--- src/rtl/mult_rr_scheduler_pkg.sv ---
// ---------------------------------------------------------------------------
// mult_sched_pkg
// Shared constants, types and helpers for the round-robin multiplier
// scheduler (mult_rr_scheduler) and its arbiter (rr_arbiter).
//   W_DEF    : default operand width
//   LAT_DEF  : default multiplier latency in clock edges
//   NREQ_DEF : default number of requesters
//   IDW      : requester-id width for the default requester count (>= 1)
//   tag_t    : one tag-pipeline stage {vld, id} at the default id width
//   id_width : id width for an arbitrary requester count (>= 1)
// ---------------------------------------------------------------------------
package mult_sched_pkg;

  localparam int W_DEF    = 8;
  localparam int LAT_DEF  = 3;
  localparam int NREQ_DEF = 4;

  // A single requester still needs a 1-bit id so that vectors stay legal.
  function automatic int id_width(input int n);
    return (n > 1) ? $clog2(n) : 1;
  endfunction

  localparam int IDW = id_width(NREQ_DEF);

  typedef struct packed {
    logic           vld;
    logic [IDW-1:0] id;
  } tag_t;

endpackage

--- src/rtl/mult_rr_scheduler_if.sv ---
// ---------------------------------------------------------------------------
// mult_rr_scheduler_if
// Bundles the requester handshake, the shared-multiplier operand/result bus
// and the response/status outputs of mult_rr_scheduler.
//   master : client side (requesters + external multiplier) - drives
//            req_valid/req_a/req_b and mul_y
//   slave  : scheduler side - drives req_ready, mul_a/mul_b, rsp_valid,
//            rsp_y and inflight
// ---------------------------------------------------------------------------
interface mult_rr_scheduler_if
  import mult_sched_pkg::*;
#(
  parameter int NREQ = NREQ_DEF,
  parameter int W    = W_DEF,
  parameter int LAT  = LAT_DEF
);

  localparam int CW = $clog2(LAT + 1);

  logic [NREQ-1:0]   req_valid;
  logic [NREQ*W-1:0] req_a;
  logic [NREQ*W-1:0] req_b;
  logic [NREQ-1:0]   req_ready;
  logic [W-1:0]      mul_a;
  logic [W-1:0]      mul_b;
  logic [2*W-1:0]    mul_y;
  logic [NREQ-1:0]   rsp_valid;
  logic [2*W-1:0]    rsp_y;
  logic [CW-1:0]     inflight;

  modport master (
    output req_valid, req_a, req_b, mul_y,
    input  req_ready, mul_a, mul_b, rsp_valid, rsp_y, inflight
  );

  modport slave (
    input  req_valid, req_a, req_b, mul_y,
    output req_ready, mul_a, mul_b, rsp_valid, rsp_y, inflight
  );

endinterface

--- src/rtl/mult_rr_scheduler_arb.sv ---
// ---------------------------------------------------------------------------
// rr_arbiter
// Purely combinational round-robin arbiter, usable for any shared resource.
// Scans req starting at ptr (ptr, ptr+1, ... mod N) and grants the first
// set bit.
//   req    : in  N            request vector
//   ptr    : in  id_width(N)  scan start position (must be < N)
//   gnt    : out N            one-hot grant, all zero when no request
//   gnt_id : out id_width(N)  binary index of the granted bit
// ---------------------------------------------------------------------------
module rr_arbiter
  import mult_sched_pkg::*;
#(
  parameter int N = NREQ_DEF
) (
  input  logic [N-1:0]              req,
  input  logic [id_width(N)-1:0]    ptr,
  output logic [N-1:0]              gnt,
  output logic [id_width(N)-1:0]    gnt_id
);

  localparam int IDW = id_width(N);
  // One extra bit so ptr + offset never overflows before the wrap.
  localparam int PW  = IDW + 1;

  logic [PW-1:0] pos;

  // Walk offsets from farthest to nearest so the nearest valid requester
  // is the last (winning) assignment.
  always_comb begin
    gnt    = '0;
    gnt_id = '0;
    pos    = '0;
    for (int k = N - 1; k >= 0; k--) begin
      pos = {1'b0, ptr} + PW'(k);
      if (pos >= PW'(N)) begin
        pos = pos - PW'(N);
      end
      for (int i = 0; i < N; i++) begin
        if (req[i] && (pos == PW'(i))) begin
          gnt    = '0;
          gnt[i] = 1'b1;
          gnt_id = IDW'(i);
        end
      end
    end
  end

endmodule

--- src/rtl/mult_rr_scheduler.sv ---
// ---------------------------------------------------------------------------
// mult_rr_scheduler
// Shares one external fixed-latency W x W multiplier among NREQ requesters.
// At most one requester is granted per cycle (round robin); its operands are
// registered onto mul_a/mul_b and a {vld,id} tag enters a LAT-deep shift
// register so the product coming back on mul_y is steered to the issuer.
//   clk      : in   clock, rising edge
//   rst_n    : in   asynchronous active-low reset
//   bus      : slave modport of mult_rr_scheduler_if
//     req_valid/req_a/req_b in, req_ready out (combinational grant)
//     mul_a/mul_b out (registered), mul_y in
//     rsp_valid/rsp_y out (rsp_y is mul_y passed through), inflight out
// ---------------------------------------------------------------------------
module mult_rr_scheduler
  import mult_sched_pkg::*;
#(
  parameter int NREQ = NREQ_DEF,
  parameter int W    = W_DEF,
  parameter int LAT  = LAT_DEF
) (
  input  logic               clk,
  input  logic               rst_n,
  mult_rr_scheduler_if.slave bus
);

  localparam int IDW = id_width(NREQ);
  localparam int CW  = $clog2(LAT + 1);

  typedef struct packed {
    logic           vld;
    logic [IDW-1:0] id;
  } stage_t;

  logic [NREQ-1:0] gnt;
  logic [IDW-1:0]  gnt_id;
  logic            xfer;

  logic [IDW-1:0]  ptr_q, ptr_d;
  logic [W-1:0]    mul_a_q, mul_a_d;
  logic [W-1:0]    mul_b_q, mul_b_d;
  stage_t          tag_q [LAT];
  stage_t          tag_d0;
  logic [CW-1:0]   inflight_q, inflight_d;

  logic [W-1:0]    a_lane [NREQ];
  logic [W-1:0]    b_lane [NREQ];
  logic [W-1:0]    a_sel, b_sel;

  rr_arbiter #(.N(NREQ)) u_arb (
    .req    (bus.req_valid),
    .ptr    (ptr_q),
    .gnt    (gnt),
    .gnt_id (gnt_id)
  );

  // The grant is one-hot whenever any request is valid.
  assign xfer = |bus.req_valid;

  // AND-OR operand mux driven directly by the one-hot grant.
  for (genvar gi = 0; gi < NREQ; gi++) begin : g_lane
    assign a_lane[gi] = bus.req_a[gi*W +: W] & {W{gnt[gi]}};
    assign b_lane[gi] = bus.req_b[gi*W +: W] & {W{gnt[gi]}};
  end

  always_comb begin
    a_sel = '0;
    b_sel = '0;
    for (int i = 0; i < NREQ; i++) begin
      a_sel = a_sel | a_lane[i];
      b_sel = b_sel | b_lane[i];
    end
  end

  always_comb begin
    // Idle cycles keep the operands frozen to avoid multiplier toggling.
    mul_a_d = mul_a_q;
    mul_b_d = mul_b_q;
    ptr_d   = ptr_q;
    tag_d0  = '0;
    if (xfer) begin
      mul_a_d    = a_sel;
      mul_b_d    = b_sel;
      tag_d0.vld = 1'b1;
      tag_d0.id  = gnt_id;
      ptr_d      = (gnt_id == IDW'(NREQ - 1)) ? '0 : gnt_id + IDW'(1);
    end
    // One tag enters, the oldest one leaves: the count of vld bits follows.
    inflight_d = inflight_q + CW'(xfer) - CW'(tag_q[LAT-1].vld);
  end

  always_ff @(posedge clk or negedge rst_n) begin
    if (!rst_n) begin
      ptr_q      <= '0;
      mul_a_q    <= '0;
      mul_b_q    <= '0;
      inflight_q <= '0;
      for (int s = 0; s < LAT; s++) begin
        tag_q[s] <= '0;
      end
    end else begin
      ptr_q      <= ptr_d;
      mul_a_q    <= mul_a_d;
      mul_b_q    <= mul_b_d;
      inflight_q <= inflight_d;
      tag_q[0]   <= tag_d0;
      for (int s = 1; s < LAT; s++) begin
        tag_q[s] <= tag_q[s-1];
      end
    end
  end

  for (genvar gi = 0; gi < NREQ; gi++) begin : g_rsp
    assign bus.rsp_valid[gi] = tag_q[LAT-1].vld && (tag_q[LAT-1].id == IDW'(gi));
  end

  assign bus.req_ready = gnt;
  assign bus.mul_a     = mul_a_q;
  assign bus.mul_b     = mul_b_q;
  assign bus.rsp_y     = bus.mul_y;
  assign bus.inflight  = inflight_q;

endmodule

--- src/flat_wrapper.sv ---
// flat-port wrapper written by rule: the top's interface ports become plain ports
module mult_rr_scheduler_flat import mult_sched_pkg::*;
#(
  parameter int NREQ = NREQ_DEF,
  parameter int W    = W_DEF,
  parameter int LAT  = LAT_DEF
)
  (clk, rst_n, bus_req_valid, bus_req_a, bus_req_b, bus_mul_y, bus_req_ready, bus_mul_a, bus_mul_b, bus_rsp_valid, bus_rsp_y, bus_inflight);
  mult_rr_scheduler_if #(.NREQ(NREQ), .W(W), .LAT(LAT)) bus_i ();
  input  logic clk;
  input  logic rst_n;
  input wire logic [$bits(bus_i.req_valid)-1:0] bus_req_valid;
  input wire logic [$bits(bus_i.req_a)-1:0] bus_req_a;
  input wire logic [$bits(bus_i.req_b)-1:0] bus_req_b;
  input wire logic [$bits(bus_i.mul_y)-1:0] bus_mul_y;
  output wire logic [$bits(bus_i.req_ready)-1:0] bus_req_ready;
  output wire logic [$bits(bus_i.mul_a)-1:0] bus_mul_a;
  output wire logic [$bits(bus_i.mul_b)-1:0] bus_mul_b;
  output wire logic [$bits(bus_i.rsp_valid)-1:0] bus_rsp_valid;
  output wire logic [$bits(bus_i.rsp_y)-1:0] bus_rsp_y;
  output wire logic [$bits(bus_i.inflight)-1:0] bus_inflight;
  assign bus_i.req_valid = bus_req_valid;
  assign bus_i.req_a = bus_req_a;
  assign bus_i.req_b = bus_req_b;
  assign bus_i.mul_y = bus_mul_y;
  assign bus_req_ready = bus_i.req_ready;
  assign bus_mul_a = bus_i.mul_a;
  assign bus_mul_b = bus_i.mul_b;
  assign bus_rsp_valid = bus_i.rsp_valid;
  assign bus_rsp_y = bus_i.rsp_y;
  assign bus_inflight = bus_i.inflight;
  mult_rr_scheduler #(.NREQ(NREQ), .W(W), .LAT(LAT)) u_core (.clk(clk), .rst_n(rst_n), .bus(bus_i));
endmodule
--- config.mk ---
export PLATFORM = sky130hd
export DESIGN_NAME = mult_rr_scheduler_flat
export DESIGN_NICKNAME = d
export VERILOG_FILES = /design/src/rtl/mult_rr_scheduler_pkg.sv /design/src/rtl/mult_rr_scheduler_if.sv /design/src/rtl/mult_rr_scheduler_arb.sv /design/src/rtl/mult_rr_scheduler.sv /design/src/flat_wrapper.sv
export SDC_FILE = /design/constraint.sdc
export NUM_CORES = 1
export LEC_CHECK = 0
export CAP_MARGIN = 5
export CORE_UTILIZATION = 37
export DETAILED_ROUTE_END_ITERATION = 12
export PLACE_DENSITY = 0.88
export SLEW_MARGIN = 10
export SYNTH_ARGS = -nofsm -noshare
export SYNTH_HDL_FRONTEND = slang
export SYNTH_SLANG_ARGS = --single-unit
export TNS_END_PERCENT = 5
--- constraint.sdc ---
create_clock -name clk -period 2.4 [get_ports clk]
set_clock_uncertainty 0.1 [all_clocks]
set_input_delay 0.24 -clock clk [delete_from_list [all_inputs] [get_ports clk]]
set_output_delay 0.24 -clock clk [all_outputs]
set_load 0.1 [all_outputs]
==> results.toml, run 1 <==
[outcome]
outcome = "finished clean"

[sta]
maxSlewHeadroom = 0.541
max_freq_mhz = 442
period_minus_slack_ns = 2.26
setup_ws_ns = 0.140
slew_viol_final = 0
fin_crit_sh = 0.942
setup-tns-final_ns = 0
rsz0062_at_grt = "no"
setup_viol = 0
final-hold-violation-count = 0
whs_ns = 0.247
worst_pin_slew_ns = 0.688

[floorplanning]
die_y_um = 75.0
initial_core_util = 0.386
die-area_um2 = 5630
die_x_um = 75.0
core_area_um2 = 5110
rows = 26
ios = 128

[clock_network]
cts-buffers-inserted = 5
root_buffer = "clkbuf_8"
path_clk_slew_ns = 0.06
cts_tree = "built"
clockBufferDepth = 2
cts_hold_buf = 0
ctsResizeCount = 0
clk_latency_ns = 0.28
cts_setup_buffers = 0
htreeDepth = 2
clock-sinks = 29

[synthesis]
synth-seq-cells = 29
syn_inst = 203
synthFlopType = "dfrtp_1"
syn_area_per_cell_um2 = 9.72
yosysWarningCount = 0
syn-cell-area_um2 = 1970
ys_types = 36
synth-edff-count = 0
async_flop_share = 1.00
syn-num-nets = 292
ys_seq_area_frac = 0.368

[grt]
grt_max_degree = 37
antenna_found_initial = 0
grt_pass1_vias = 1900
grt-ovfl-total = 0
grt_pass1_wl_um = 8610
grt_usage = 0.207

[pwr]
ir_drop_mv = 0.865
p_leak_nw = 1.26
power_mw = 4.00
power_density_nw_per_um2 = 1340

[detailed_routing]
drt_iter0_drc = 110
totalWireLength_um = 5640
viasPerCell = 5.50
routedWlPerCell_um = 16.0
drc = 0
vias = 1943
final_antenna_net_count = 0
dr.pass1.iters = 4

[layout]
nets = 371
final_common_cell = "clkdlybuf4s50_1"
final_cell_mix = "69 x clkdlybuf4s50_1, 33 x buf_4, 29 x dfrtp_1, 20 x nor2_1"
postLayoutCellArea_um2 = 2990
synthToLayoutAreaGrowth_pct = 51.6
post-route-util = 0.585
final_layout_size_suffix_gt1_frac = 0.223
fin_cells = 353
num-fill-cells = 435
n_antenna_cell = 0

[setup_path]
worst-path-buf-inv = 2
critPathMaxFanout = 17
start_kind = "input port"
path_class = "in2out"
worstPathCellList = "clkdlybuf4s50_1, a21oi_1, o211a_1, buf_12"
worst_path_largest_cell_delay_ns = 0.62
required_ns = 2.06
critPathArrivalTime_ns = 1.92
critPathCaptureType = "output pin"
cp_slowest_cell = "o211a_1"
path_delay_family = "compound AO/OA/AOI/OAI gates"

[place]
dp_hpwl_um = 4110
placed_cells = 345
place.port_buffers = 95
place_ws_ns = 0.169
gp_congestion = 0.816
placed_cell_area_um2 = 2860

[run]
maxCapViolCount = 0

[hold_path]
hold_path.class = "in2async"
[cells by family (layout without fill, tap and decap cells)]
logic type,Yosys count,in the layout,share of synthesized area
compound gates,66,66,0.303
simple gates,62,62,0.152
buf+inv,37,117,0.129
flops,29,29,0.368
fa+ha+maj,3,3,0.0190
xor+xnor,3,3,0.0133
mux,3,3,0.0159
[sequential cells by signal (all words and copies together) (netlist names)]
name / flops
u_core.tag_q: 9
u_core.bus.mul_a: 8
u_core.bus.mul_b: 8
u_core.bus.inflight: 2
u_core.ptr_q: 2
[synthesized netlist by cell type (all sizes together) (3+ instances only)]
master / instances / area [um2]
nand2: 18 / 67.6
o21a: 3 / 22.5
a21oi: 3 / 26.3
and3: 18 / 113
clkbuf: 3 / 11.3
a22oi: 16 / 120
ha: 3 / 37.5
buf: 32 / 236
nor2: 21 / 81.3
a41oi: 16 / 208
dfrtp: 29 / 726
xnor2: 3 / 26.3
o211ai: 16 / 120
[routing by layer]
layer  wire, um  GRT usage
met5          0          0
met4         52     0.0901
met3        454     0.0509
met2       2780      0.359
met1       2350      0.241
[worst paths after layout]
path / slack, ns / depth (start not counted) / startpoint / endpoint
max: 0.14 / 4 / bus_req_valid[1] / bus_req_ready[0]
min: 0.25 / 2 / rst_n / u_core.tag_q[3]
max reg2reg: 0.49 / 4 / u_core.ptr_q[0] / u_core.bus.mul_a[7]
min reg2reg: 0.25 / 0 / u_core.tag_q[5] / u_core.tag_q[2]
max in group asynchronous: 1.68 / 2 / rst_n / u_core.bus.mul_b[2]
min in group clk: 0.25 / 0 / u_core.tag_q[5] / u_core.tag_q[2]
[area by class of cell]
| cell class | count | area [um2] | area share |
|---|---|---|---|
| clock inverters | 3 | 65.1 | 0.0218 |
| multi-input cells | 137 | 997 | 0.333 |
| clock buffers | 5 | 68.8 | 0.0230 |
| inverters | 2 | 7.51 | 0.00251 |
| flip-flops and latches | 29 | 726 | 0.243 |
| repair buffers | 107 | 1040 | 0.347 |
| well taps | 70 | 87.6 | 0.0293 |
[report_power, final]
part	internal [mW]	total (mW)	switching [mW]
registers	0.676	0.832	0.156
logic	0.743	2.57	1.83
clock network	0.412	0.599	0.187
Power figures use the tool's default switching activity.
==> run 2, diff against run 1 <==
Settings changed: CORE_UTILIZATION 37 to 38, CTS_BUF_LIST set to sky130_fd_sc_hd__clkbuf_4, PLACE_DENSITY 0.88 to 0.9.
==> run 2 against run 1 <==
Register-to-register slack worse by 0.11 ns; sequential share of layout area is 0.65 points higher; global-route usage rose by 1.0 points; critical path type is now reg2out; via count grew 1.6%; design area decreased by 2.6%; first-iteration DRC count down 23%; flip-flop and latch count unchanged; critical path depth decreased by 1; total power decreased by 8.0%; count of clock-buffer cells in the layout stayed put; critical endpoint unchanged.
==> results.toml, run 2 (synthesis gave the netlist of run 1 again) <==
[clock_network]
htreeDepth = 2
clk_latency_ns = 0.33
cts_setup_buffers = 0
clockBufferDepth = 2
cts_tree = "built"
cts-buffers-inserted = 5
clock-sinks = 29
root_buffer = "clkbuf_4"
path_clk_slew_ns = 0.10

[detailed_routing]
highest_layer = "met4"
dr.pass1.iters = 4
dr_wl_met2_um = 2930
viasPerCell = 5.59
m1WireLength_um = 2170
routedWlPerCell_um = 16.5
vias = 1975
drc = 0
drt_iter0_drc = 85
wl_met3_um = 623
final_antenna_net_count = 0
totalWireLength_um = 5820

[pwr]
ir_drop_mv = 0.676
power.internal_mw = 1.52
p_leak_nw = 1.22
seqPwrFrac = 0.226
power_density_nw_per_um2 = 1260
p_switching_mw = 2.16
p_sw_frac = 0.586
p_clk_frac = 0.075
p_comb_frac = 0.699

[setup_path]
worst_r2r_path_depth = 4
critPathMaxFanout = 17
path_depth = 3
timing.rr.end = "u_core.ptr_q[1]"
critPathArrivalTime_ns = 1.85
worst_path_largest_cell_delay_ns = 0.60
rrSetupSlack_ns = 0.38
required_ns = 2.06
crit-reg2reg-launch = "u_core.ptr_q[1]"
critPathCaptureType = "output pin"
cp-startpoint = "u_core.ptr_q[1]"
cp_slowest_cell = "dfrtp_1"
endpoint = "bus_req_ready[0]"
start_kind = "register"
path_class = "reg2out"
worstPathCellList = "xnor2_1, o211a_2, buf_12"
worst-path-buf-inv = 1
path_delay_family = "flip-flops"

[layout]
nets = 374
num-fill-cells = 399
final_cell_mix = "69 x clkdlybuf4s50_1, 37 x buf_4, 29 x dfrtp_1, 20 x nor2_1"
final_common_cell = "clkdlybuf4s50_1"
synthToLayoutAreaGrowth_pct = 47.6
largest_reg_flops = 9
n_antenna_cell = 0
top_register = "u_core.tag_q"
final_layout_size_suffix_gt1_frac = 0.227
postLayoutCellArea_um2 = 2910

[sta]
rsz0062_at_grt = "no"
maxSlewHeadroom = 0.683
fin_crit_sh = 0.913
slew_viol_final = 0
max_freq_mhz = 457
final-hold-violation-count = 0
setup-tns-final_ns = 0
setup_viol = 0
worst_pin_slew_ns = 0.475
period_minus_slack_ns = 2.19

[floorplanning]
initial_core_util = 0.407
ios = 128
rows = 25
die_x_um = 74.1
core_area_um2 = 4850
die-area_um2 = 5480
die_y_um = 74.1

[grt]
grt_pass1_wl_um = 8940
grt_usage = 0.217
grt-ovfl-total = 0
antenna_found_initial = 0
grt_pass1_vias = 1990
grt_max_degree = 30

[outcome]
outcome = "finished clean"

[run]
maxCapViolCount = 0

[place]
placed_cell_area_um2 = 2860
dp_hpwl_um = 4400
gp_congestion = 0.784
place.port_buffers = 95

[hold_path]
hold_path.class = "in2async"
## run 2: changes by cell type in the layout (fill, tap and decap cells not counted), sizes merged
cell    delta
bufinv     -2
buf        +3
clkinv     +2
## run 2: metrics by stage
| stage | power [mW] | worst slack [ns] | std cells | hold slack (ns) | utilization |
|---|---|---|---|---|---|
| final | 3.68 | 0.209 | 353 | 0.192 | 0.601 |
| after global routing | 3.83 | 0.130 | 353 | 0.214 | 0.601 |
| after floorplan | 2.90 | 0.278 | 203 | -0.156 | - |
| after global placement | 3.36 | 0.292 | 345 | 0.232 | 0.590 |
| after CTS | 3.69 | 0.0909 | 353 | 0.194 | 0.601 |
| after detailed placement | 3.41 | 0.220 | 345 | 0.236 | 0.590 |
## run 2: layout make-up
| cell class | instances | area (um2) | area share |
|---|---|---|---|
| well taps | 67 | 83.8 | 0.0288 |
| inverters | 2 | 7.51 | 0.00258 |
| multi-input cells | 137 | 997 | 0.342 |
| clock inverters | 3 | 12.5 | 0.00430 |
| clock buffers | 5 | 37.5 | 0.0129 |
| repair buffers | 110 | 1050 | 0.360 |
| flip-flops and latches | 29 | 726 | 0.249 |
## run 2: worst min path at each step
stage | end | slack (ns) | cells past startpoint
6_report | u_core.tag_q[7] | 0.19 | 2
5_1_grt | u_core.tag_q[0] | 0.21 | 2
4_1_cts | u_core.tag_q[6] | 0.19 | 2
3_5_place_dp | u_core.tag_q[3] | 0.24 | 0
3_3_place_gp | u_core.tag_q[1] | 0.23 | 0
2_1_floorplan | u_core.bus.inflight[0] | -0.16 | 0
## run 2: layer usage
layer / global-route usage / vias to the layer above
met5: 0 / -
met4: 0.100 / 0
met3: 0.0556 / 12
met2: 0.392 / 131
met1: 0.237 / 931
li1: - / 901
## run 2: power by group through the flow
stage               logic (mW)  registers [mW]  clock network [mW]
floorplan                 1.15            1.75                   0
global route              2.67           0.849               0.309
global placement          2.53           0.829                   0
finish                    2.57           0.830               0.277
detailed placement        2.57           0.840                   0
CTS                       2.58           0.830               0.285
## run 2: timing repair
| item | in CTS | in global routing |
|---|---|---|
| hold buffers | 0 | 0 |
| gates resized for setup | 0 | 1 |
| setup endpoints to repair | 0 | 1 |
==> run 3, diff against run 2 <==
Settings changed: CAP_MARGIN 5 to unset.
==> results of run 3 <==
No change in the layout: final DEF, timing and power equal those of run 2.
